--- config.mk ---
export PLATFORM = sky130hd
export DESIGN_NAME = final_add_seq
export DESIGN_NICKNAME = d
export VERILOG_FILES = /design/src/rtl/final_add_seq.sv
export SDC_FILE = /design/constraint.sdc
export NUM_CORES = 1
export LEC_CHECK = 0
export CAP_MARGIN = 20
export CORE_ASPECT_RATIO = 0.8
export CORE_MARGIN = 2
export CORE_UTILIZATION = 50
export DETAILED_ROUTE_END_ITERATION = 8
export PLACE_DENSITY = 0.79
export SETUP_SLACK_MARGIN = 0.05
export SLEW_MARGIN = 20
export SYNTH_ARGS = -nofsm -noshare
export SYNTH_HDL_FRONTEND = slang
export SYNTH_SLANG_ARGS = --single-unit
--- constraint.sdc ---
create_clock -name clk -period 3.7 [get_ports clk]
set_input_delay 0.555 -clock clk [delete_from_list [all_inputs] [get_ports clk]]
set_output_delay 0.555 -clock clk [all_outputs]
set_load 0.03 [all_outputs]
--- src/rtl/final_add_seq.sv ---
// ---------------------------------------------------------------------------
// final_add_seq -- sequencer for the 14-bit final adder stage.
//
// Each accepted 28-bit partial-sum vector is split into its even-bit operand
// A and odd-bit operand B and reduced by adder_final to S = (A + B) mod 2^14.
// S values are accumulated with saturation over `passes` beats to form one
// output word. `outputs` words make up a job, and the last word is tagged.
//
// Ports:
//   clk, rst_n              clock, asynchronous active-low reset
//   cfg_start               one-cycle job start (honoured only when idle)
//   cfg_passes/cfg_outputs  beats per word / words per job (0 means 1)
//   ps_valid/ps_ready       upstream handshake, ps_data carries the vector
//   out_valid/out_ready     downstream handshake
//   out_data/out_last       accumulated word and end-of-job marker
//   busy, done, ovf         status: not idle / completion pulse / sticky clamp
// ---------------------------------------------------------------------------

// Reduces one packed vector. Bits [2k+1:2k] hold the operand pair for bit k.
module adder_final (
  input  logic [27:0] vec_i,
  output logic [13:0] sum_o
);
  logic [13:0] a_op;
  logic [13:0] b_op;

  // NOTE: every variable assigned in always_comb gets a default first, so no
  // path can leave it unassigned and infer a latch.
  always_comb begin
    a_op = '0;
    b_op = '0;
    for (int k = 0; k < 14; k++) begin
      a_op[k] = vec_i[2*k];
      b_op[k] = vec_i[2*k+1];
    end
    // The carry out of bit 13 is intentionally dropped.
    sum_o = a_op + b_op;
  end
endmodule

module final_add_seq #(
  parameter int PASS_W = 8,
  parameter int CNT_W  = 12,
  parameter int ACC_W  = 22
) (
  input  logic              clk,
  input  logic              rst_n,
  input  logic              cfg_start,
  input  logic [PASS_W-1:0] cfg_passes,
  input  logic [CNT_W-1:0]  cfg_outputs,
  input  logic              ps_valid,
  output logic              ps_ready,
  input  logic [27:0]       ps_data,
  output logic              out_valid,
  input  logic              out_ready,
  output logic [ACC_W-1:0]  out_data,
  output logic              out_last,
  output logic              busy,
  output logic              done,
  output logic              ovf
);

  typedef enum logic [1:0] {
    ST_IDLE  = 2'd0,
    ST_ACC   = 2'd1,
    ST_FLUSH = 2'd2
  } state_e;

  state_e              state_q;
  logic [PASS_W-1:0]   passes_q;
  logic [CNT_W-1:0]    outputs_q;
  logic [PASS_W-1:0]   pass_cnt_q;
  logic [CNT_W-1:0]    out_cnt_q;
  logic [ACC_W-1:0]    acc_q;
  logic                out_valid_q;
  logic [ACC_W-1:0]    out_data_q;
  logic                out_last_q;
  logic                done_q;
  logic                ovf_q;

  logic [13:0]         beat_sum;
  logic [ACC_W:0]      acc_sum;
  logic [ACC_W-1:0]    acc_sat;
  logic                sat_hit;
  logic                ps_fire;
  logic                out_fire;
  logic                last_pass;
  logic                last_out;
  logic [PASS_W-1:0]   passes_eff;
  logic [CNT_W-1:0]    outputs_eff;

  adder_final u_adder_final (
    .vec_i (ps_data),
    .sum_o (beat_sum)
  );

  always_comb begin
    // One spare bit catches the overflow that triggers the clamp.
    acc_sum     = {1'b0, acc_q} + (ACC_W+1)'(beat_sum);
    sat_hit     = acc_sum[ACC_W];
    acc_sat     = sat_hit ? '1 : acc_sum[ACC_W-1:0];
    passes_eff  = (cfg_passes == '0) ? PASS_W'(1) : cfg_passes;
    outputs_eff = (cfg_outputs == '0) ? CNT_W'(1) : cfg_outputs;
    last_pass   = (pass_cnt_q == passes_q - PASS_W'(1));
    last_out    = (out_cnt_q == outputs_q - CNT_W'(1));
  end

  // A new vector may enter whenever the output slot is empty or draining this
  // cycle, which keeps one beat per cycle under a ready sink.
  assign ps_ready  = (state_q == ST_ACC) && (!out_valid_q || out_ready);
  assign ps_fire   = ps_valid && ps_ready;
  assign out_fire  = out_valid_q && out_ready;

  assign out_valid = out_valid_q;
  assign out_data  = out_data_q;
  assign out_last  = out_last_q;
  assign busy      = (state_q != ST_IDLE);
  assign done      = done_q;
  assign ovf       = ovf_q;

  // NOTE: sequential state uses non-blocking assignments only, so every
  // register samples the pre-edge values regardless of statement order.
  // NOTE: the configuration registers are reset along with the datapath; the
  // block has no storage array, so a full reset costs nothing extra.
  always_ff @(posedge clk or negedge rst_n) begin
    if (!rst_n) begin
      state_q     <= ST_IDLE;
      passes_q    <= '0;
      outputs_q   <= '0;
      pass_cnt_q  <= '0;
      out_cnt_q   <= '0;
      acc_q       <= '0;
      out_valid_q <= 1'b0;
      out_data_q  <= '0;
      out_last_q  <= 1'b0;
      done_q      <= 1'b0;
      ovf_q       <= 1'b0;
    end else begin
      done_q <= 1'b0;

      // Drain on handshake; a load below overrides this in the same cycle.
      if (out_fire) begin
        out_valid_q <= 1'b0;
      end

      case (state_q)
        ST_IDLE: begin
          if (cfg_start) begin
            passes_q   <= passes_eff;
            outputs_q  <= outputs_eff;
            pass_cnt_q <= '0;
            out_cnt_q  <= '0;
            acc_q      <= '0;
            ovf_q      <= 1'b0;
            state_q    <= ST_ACC;
          end
        end

        ST_ACC: begin
          if (ps_fire) begin
            if (sat_hit) begin
              ovf_q <= 1'b1;
            end
            if (last_pass) begin
              out_data_q  <= acc_sat;
              out_valid_q <= 1'b1;
              out_last_q  <= last_out;
              acc_q       <= '0;
              pass_cnt_q  <= '0;
              out_cnt_q   <= out_cnt_q + CNT_W'(1);
              if (last_out) begin
                state_q <= ST_FLUSH;
              end
            end else begin
              acc_q      <= acc_sat;
              pass_cnt_q <= pass_cnt_q + PASS_W'(1);
            end
          end
        end

        ST_FLUSH: begin
          if (out_fire) begin
            done_q  <= 1'b1;
            state_q <= ST_IDLE;
          end
        end

        default: begin
          state_q <= ST_IDLE;
        end
      endcase
    end
  end

endmodule

==> results of run 1 <==
## worst max-delay path by stage
stage | slack [ns] | to | cells after the start
6_report | -0.1 | out_data[21]$_DFFE_PN0P_ | 16
5_1_grt | -0.23 | acc_q[21]$_DFFE_PN0P_ | 15
4_1_cts | 0.01 | out_data[17]$_DFFE_PN0P_ | 18
3_5_place_dp | -0.80 | acc_q[21]$_DFFE_PN0P_ | 15
3_3_place_gp | -0.65 | out_data[17]$_DFFE_PN0P_ | 18
2_1_floorplan | -0.11 | out_data[17]$_DFFE_PN0P_ | 17
## per-stage QoR
step                      hold slack (ns)  worst slack [ns]  total power, mW  instance area [µm²]
final                               0.497           -0.0963             5.51                 8040
after global routing                0.531            -0.230             5.85                 8040
after CTS                           0.493            0.0108             5.22                 7740
after detailed placement            0.379            -0.801             4.17                 7310
after global placement              0.375            -0.649             4.05                 7310
after floorplan                     0.259            -0.108             3.17                 5980
## state kept, by name, indices dropped and copies added, names as in the netlist
signal	flops
ovf	1
done	1
acc_q	22
passes_q	8
out_last	1
outputs_q	12
out_cnt_q	12
out_data	22
state_q	2
out_valid	1
pass_cnt_q	8
## power groups by stage
stage               sequential [mW]  clock [mW]  combinational (mW)
floorplan                      1.66           0                1.52
global placement               1.52           0                2.53
detailed placement             1.54           0                2.63
CTS                            1.52       0.982                2.72
global route                   1.56        1.03                3.26
finish                         1.53       0.978                3.00
## area by class of cell
class	count	area [µm²]	area share (%)
multi-input combinational	536	3840	47.7
sequential	90	2250	28.0
timing repair buffer	158	1400	17.4
clock buffer	9	225	2.80
tap	148	185	2.30
clock inverter	7	83.8	1.04
inverter	16	60.1	0.747
## cells in the mapped netlist, drive strengths merged, types with 8 or more instances
| cell | instances |
|---|---|
| inv | 16 |
| xor2 | 14 |
| a21o | 11 |
| nor2b | 8 |
| or4 | 9 |
| o21ai | 40 |
| nand3 | 18 |
| o31ai | 13 |
| nand2 | 98 |
| nand4 | 9 |
| ha | 33 |
| xnor2 | 35 |
| buf | 8 |
| nor3 | 16 |
| or3 | 8 |
| a211oi | 8 |
| a21oi | 47 |
| dfrtp | 90 |
| nor2 | 45 |
| a31oi | 23 |
| mux2 | 15 |
| clkbuf | 19 |
## layout by cell type, fill, tap and decap left out, types with 5 or more instances in the layout
cell	n
nand2_1	96
dfrtp_1	90
buf_4	72
clkdlybuf4s50_1	69
a21oi_1	38
nor2_1	38
xnor2_1	32
o21ai_0	29
ha_1	22
a31oi_1	21
nand3_1	17
inv_1	15
xor2_1	14
mux2_2	12
o31ai_1	12
a21o_1	11
nor3_1	10
or4_1	9
nand4_1	9
clkbuf_16	9
a22o_1	7
nor2b_1	7
o21ai_2	7
a21oi_2	7
or3_1	7
buf_6	7
nor2_2	6
and2_1	6
o21a_1	6
nand2b_1	6
ha_2	6
nor4_1	5
and3_1	5
o211ai_1	5
ha_4	5
## worst max-delay path: cells and delay by family
kind	cells	cell delay [ns]
and+or+nand+nor	4	0.98
AOI/OAI and AO/OA	5	0.91
adders and majority gates	2	0.75
buffers and inverters	3	0.57
muxes	1	0.18
xor gates and xnor gates	1	0.16
## cell families (layout without fill, tap and decap cells)
group	Yosys count	after routing	share of synthesized area, %
flip-flops	90	90	38.0
multiplexers	19	19	3.59
XOR/XNOR	49	49	7.24
buffers and inverters	43	190	3.19
AND/OR/NAND/NOR	246	246	19.9
adder cells (fa/ha/maj)	35	35	7.64
AO/OA/AOI/OAI	187	187	20.5
## metal layers
| layer | vias to the layer above | routed length [µm] | part of all wire, % | global-route usage, % |
|---|---|---|---|---|
| met3 | 56 | 1130 | 6.5 | 3.96 |
| met1 | 2842 | 7310 | 42 | 34.1 |
| met2 | 269 | 8370 | 48 | 41.5 |
| met4 | 0 | 489 | 2.8 | 10.3 |
| li1 | 2717 | - | - | - |
| met5 | - | 0 | 0 | 0 |
## timing repair
action,CTS,global route
pin swaps,19,34
hold buffers,1,0
buffers inserted,3,10
resized for setup,47,52
cloned,0,1
hold endpoints to repair,3,0
setup endpoints to repair,45,43
==> impl_metrics.csv, run 1 <==
group,metric,value,unit
outcome,status,"finished with violations",
outcome,violations,"setup timing",
sta,report.final.slew_viol_count,0,
logic_synthesis,syn_nets,757,
clock_tree,cts.clk_slew.worst_paths,0.07,ns
floorplanning,coreArea,11600,µm²
setup_path,r2r_end,"out_cnt_q[5]$_DFFE_PN0P_",
logic_synthesis,ys_seq_area_share,38.0,%
drt,wl,17.3,mm
clock_tree,root_buffer,"clkbuf_16",
drt,vias,5884,
setup_path,crit_start,"ps_data[9]",
sta,period_needed,3.80,ns
power,pwr-share-comb,54.4,%
sta,setup_viol,5,
sta,clock_skew,0.0131,ns
logic_synthesis,ys.flop_type,"dfrtp_1",
layout,syn_to_final_growth,35.6,%
clock_tree,htreeDepth,3,
global_routing,grt_antenna_before_repair,0,
place,io_buffers,80,
power,p_per_area,685,nW/µm²
setup_path,setup.worst_path.start_class,"input pin",
drt,drc,0,
clock_tree,clkLatencyLatePin,0.35,ns
setup_path,path_class,"in -> reg",
power,switchingPower,2.31,mW
floorplanning,row_count,35,
drt,drt_iter0_drc,608,
layout,antenna_cells,0,
setup_path,reg2reg_depth,10,
global_routing,grt_pass1_wl,26.4,mm
power,clock_power_share,17.8,%
layout,utilization,69.6,%
floorplanning,fp.dieArea,12800,µm²
setup_path,cp.required,3.99,ns
setup_path,timing.rr.start,"passes_q[0]$_DFFE_PN0P_",
worst_hold_path,hold_path.class,"reg -> reg",
floorplanning,start_util,51.3,%
floorplanning,fp.dieH,101,µm
power,p_seq_share,27.8,%
clock_tree,ctsLongestPathBuffers,2,
sta,worstMarginPinSlew,0.803,ns
setup_path,cp_slowest_cell,"or3_4",
global_routing,grt_use_total,25.3,%
setup_path,path_max_fanout,6,
power,vdd_drop_max,0.000466,V
place,place_congestion,0.918,
drt,vias_per_cell,6.10,
global_routing,first_global_vias,5561,
logic_synthesis,synth_top_cell_by_area,"dfrtp_1",
power,p_sw_share,41.9,%
layout,fillers,822,
clock_tree,cts.sinks,90,
logic_synthesis,yosys.area.top_type_share,38.0,%
sta,hold_viol_final,0,
setup_path,path_cells,"clkdlybuf4s50_1 -> ha_2 -> buf_4 -> inv_2 -> o21a_1 -> o21ai_2 -> nand2_1 -> xnor2_1 -> ha_2 -> nand4_1 -> a21oi_4 -> a211oi_4 -> or3_4 -> and3_1 -> a31oi_1 -> mux2_2",
layout,final_layout_size_suffix_gt1_share,22.1,%
clock_tree,cts_tree,"yes",
logic_synthesis,synth-seq-cells,90,
sta,worst_slack,-0.0963,ns
sta,period_share,103,%
logic_synthesis,synthArstFlopShare,100,%
global_routing,overflow,0,
drt,ant_nets,0,
worst_hold_path,holdPathStages,2,
floorplanning,die_w,126,µm
floorplanning,ioPinCount,81,
global_routing,grt_max_degree,43,
sta,relSlewSlack,46.4,%
clock_tree,numCtsBuffers,9,
layout,final_cell_count_no_fill,964,
sta,tns,-0.306,ns
power,p_int,3.20,mW
power,total_leakage_power,3.55,nW
layout,final_nets,899,
sta,grt_setup_unrepaired,"yes",
setup_path,worstSetupEndpointType,"register",
drt,first_pass_iters,6,
place,dp_hpwl,11.4,mm
place,dpl.cell_count,933,
logic_synthesis,avgSynthCellArea,8.87,µm²
logic_synthesis,synthTopCellsByArea,"dfrtp_1 (38%), ha_1 (7.0%), nand2_1 (6.2%)",
sta,max_freq,263,MHz
logic_synthesis,yosys_warnings,0,
logic_synthesis,synth_cells,669,
logic_synthesis,netlist_area,5930,µm²
worst_hold_path,hp-start,"acc_q[8]$_DFFE_PN0P_",
logic_synthesis,ys_types,61,
setup_path,arrival,4.09,ns
setup_path,cp_common_cell,"ha_2",
flow_run,maxCapViolCount,0,
logic_synthesis,synth_edf_count,0,
worst_hold_path,hold_path_end,"acc_q[8]$_DFFE_PN0P_",
setup_path,r2r_setup_slack,0.49,ns
drt,wl_per_cell,17.9,µm
setup_path,slowest_delay,0.45,ns
Note: power is estimated with default switching activity, not from simulation.
==> run 2: changes to the inputs <==
--- a/config.mk
+++ b/config.mk
@@ -8,9 +8,10 @@
 export CAP_MARGIN = 20
 export CORE_ASPECT_RATIO = 0.8
 export CORE_MARGIN = 2
-export CORE_UTILIZATION = 50
+export CORE_UTILIZATION = 25
 export DETAILED_ROUTE_END_ITERATION = 8
-export PLACE_DENSITY = 0.79
+export HOLD_SLACK_MARGIN = 0.08
+export PLACE_DENSITY = 0.48
 export SETUP_SLACK_MARGIN = 0.05
 export SLEW_MARGIN = 20
 export SYNTH_ARGS = -nofsm -noshare
==> run 2 against run 1 <==
Net effect:
- the run now ends clean
- sequential power is essentially flat
- highest routed layer unchanged
- flip-flop and latch count is the same
- non-clock buffer count grew 1
- core utilization shrank 34 points
- global-route usage shrank 12 points
- clock-buffer cell count grew 1
- largest power group unchanged
==> impl_metrics.csv, run 2 (synthesis results as in run 1) <==
group,metric,value,unit
global_routing,overflow,0,
clock_tree,cts_tree,"yes",
drt,drt_iter0_drc,268,
power,pwr-share-comb,53.0,%
sta,hold_viol_final,0,
clock_tree,clkLatencyLatePin,0.35,ns
flow_run,maxCapViolCount,0,
layout,layout_common_cells,"nand2_1 (98), dfrtp_1 (90), buf_4 (78)",
setup_path,setup.worst_path.start_class,"input pin",
floorplanning,start_util,25.4,%
place,place_area,7590,µm²
drt,vias,5271,
sta,clock_skew,0.0136,ns
power,total_leakage_power,3.54,nW
sta,worstMarginPinSlew,0.805,ns
layout,utilization,35.1,%
place,dp_hpwl,11.9,mm
global_routing,grt_max_degree,44,
global_routing,grt_pass1_wl,27.0,mm
layout,syn_to_final_growth,38.1,%
floorplanning,coreArea,23300,µm²
clock_tree,ctsLongestPathBuffers,2,
setup_path,path_cells,"buf_6 -> ha_4 -> fa_2 -> a21o_1 -> a21oi_2 -> o21a_1 -> o21ai_2 -> a31o_2 -> a21oi_2 -> xnor2_2 -> ha_1 -> a21o_1 -> a211o_1 -> o21ai_2 -> a21oi_2 -> nand4_1 -> mux2_4 -> mux2_4",
clock_tree,root_buffer,"clkbuf_16",
sta,worst_slack,0.135,ns
drt,first_pass_iters,5,
setup_path,path_max_fanout,4,
clock_tree,numCtsBuffers,9,
setup_path,slowest_delay,0.33,ns
power,finalPower,5.27,mW
place,place_ws,-0.735,ns
clock_tree,cts.sinks,90,
floorplanning,fp.dieArea,25000,µm²
power,vdd_drop_max,0.000284,V
sta,grt_setup_unrepaired,"yes",
power,p_sw_share,40.2,%
global_routing,grt_use_total,13.6,%
power,clock_power_share,17.6,%
drt,ant_nets,0,
global_routing,first_global_vias,5214,
setup_path,worstSetupEndpointType,"register",
sta,report.final.slew_viol_count,0,
sta,period_share,96.3,%
setup_path,cp_slowest_cell,"fa_2",
layout,final_layout_size_suffix_gt1_share,21.1,%
setup_path,cp_common_cell,"a21oi_2",
layout,fillers,2392,
drt,wl,16.3,mm
setup_path,reg2reg_depth,7,
outcome,status,"finished, final reports clean",
place,io_buffers,80,
layout,fin_area,8190,µm²
floorplanning,fp.dieH,142,µm
power,p_per_area,643,nW/µm²
power,p_seq_share,29.4,%
power,p_int,3.15,mW
drt,vias_per_cell,4.67,
sta,tns,0,ns
place,dpl.cell_count,1107,
sta,max_freq,281,MHz
setup_path,path_class,"in -> reg",
sta,period_needed,3.56,ns
global_routing,grt_antenna_before_repair,0,
sta,setup_viol,0,
floorplanning,ioPinCount,81,
place,place_congestion,0.785,
clock_tree,cts.clk_slew.worst_paths,0.07,ns
setup_path,arrival,3.80,ns
power,switchingPower,2.12,mW
worst_hold_path,hold_path.class,"in -> async",
layout,antenna_cells,0,
layout,final_nets,900,
sta,hold-worst-slack,0.223,ns
sta,relSlewSlack,46.3,%
layout,layout_commonest_cell,"nand2_1",
layout,final_cell_count_no_fill,1129,
floorplanning,die_w,176,µm
drt,wl_per_cell,14.4,µm
floorplanning,row_count,50,
clock_tree,htreeDepth,3,
setup_path,cp.required,3.94,ns
drt,drc,0,
run 2: changes by cell type in the layout (fill, tap and decap cells not counted), sizes merged:
cell           previous run  this run
buf                      82        83
clkbuf                    9        10
clkdlybuf4s15             0         1
clkdlybuf4s50            69        65
clkinv                    1         3
dlygate4sd2               3         5
dlygate4sd3               1         0
dlymetal6s2s              3         5
inv                      20        17
run 2: layout make-up:
class                      instances  area [µm²]  area share [%]
clock inverter                     6        65.1           0.794
tap                              312         390            4.76
clock buffer                      10         229            2.79
multi-input combinational        536        3790            46.2
timing repair buffer             159        1410            17.2
inverter                          16        60.1           0.733
sequential                        90        2250            27.5
run 2: path summary, 6_finish.rpt:
path	from	to	slack, ns
setup / recovery	ps_data[1]	out_data[17]$_DFFE_PN0P_	0.14
hold / removal	rst_n	out_data[18]$_DFFE_PN0P_	0.22
setup reg to reg	passes_q[2]$_DFFE_PN0P_	out_cnt_q[0]$_DFFE_PN0P_	0.73
hold reg to reg	acc_q[3]$_DFFE_PN0P_	acc_q[3]$_DFFE_PN0P_	0.49
max in group asynchronous	rst_n	out_valid$_DFF_PN0_	2.69
min in group clk	acc_q[3]$_DFFE_PN0P_	acc_q[3]$_DFFE_PN0P_	0.49
run 2: metal layers:
layer | vias up | wire length (µm) | share of wire [%] | GRT usage, %
met2 | 77 | 7110 | 44 | 20.6
met3 | 12 | 663 | 4.1 | 2.95
met1 | 2464 | 8350 | 51 | 19.5
met5 | - | 0 | 0 | 0
met4 | 0 | 166 | 1.0 | 3.35
li1 | 2718 | - | - | -
run 2: power groups by stage:
stage | combinational (mW) | sequential (mW) | clock (mW)
detailed placement | 2.63 | 1.56 | 0
CTS | 2.70 | 1.56 | 0.967
finish | 2.79 | 1.55 | 0.929
global placement | 2.62 | 1.57 | 0
global route | 3.11 | 1.61 | 1.01
floorplan | 1.52 | 1.66 | 0
run 2: what timing repair did:
action,4_1_cts,5_1_grt
hold buffers,0,0
pin swaps,27,25
setup buffers,4,3
resized for setup,51,32
endpoints found under the setup margin,45,38
endpoints found under the hold margin,0,0
run 2: worst max-delay path: cells and delay by family:
| family | cells | cell delay [ns] |
|---|---|---|
| fa+ha+maj | 3 | 0.80 |
| buf+inv | 1 | 0.10 |
| simple gates | 1 | 0.12 |
| mux | 2 | 0.56 |
| xor+xnor | 1 | 0.10 |
| compound gates | 10 | 1.58 |
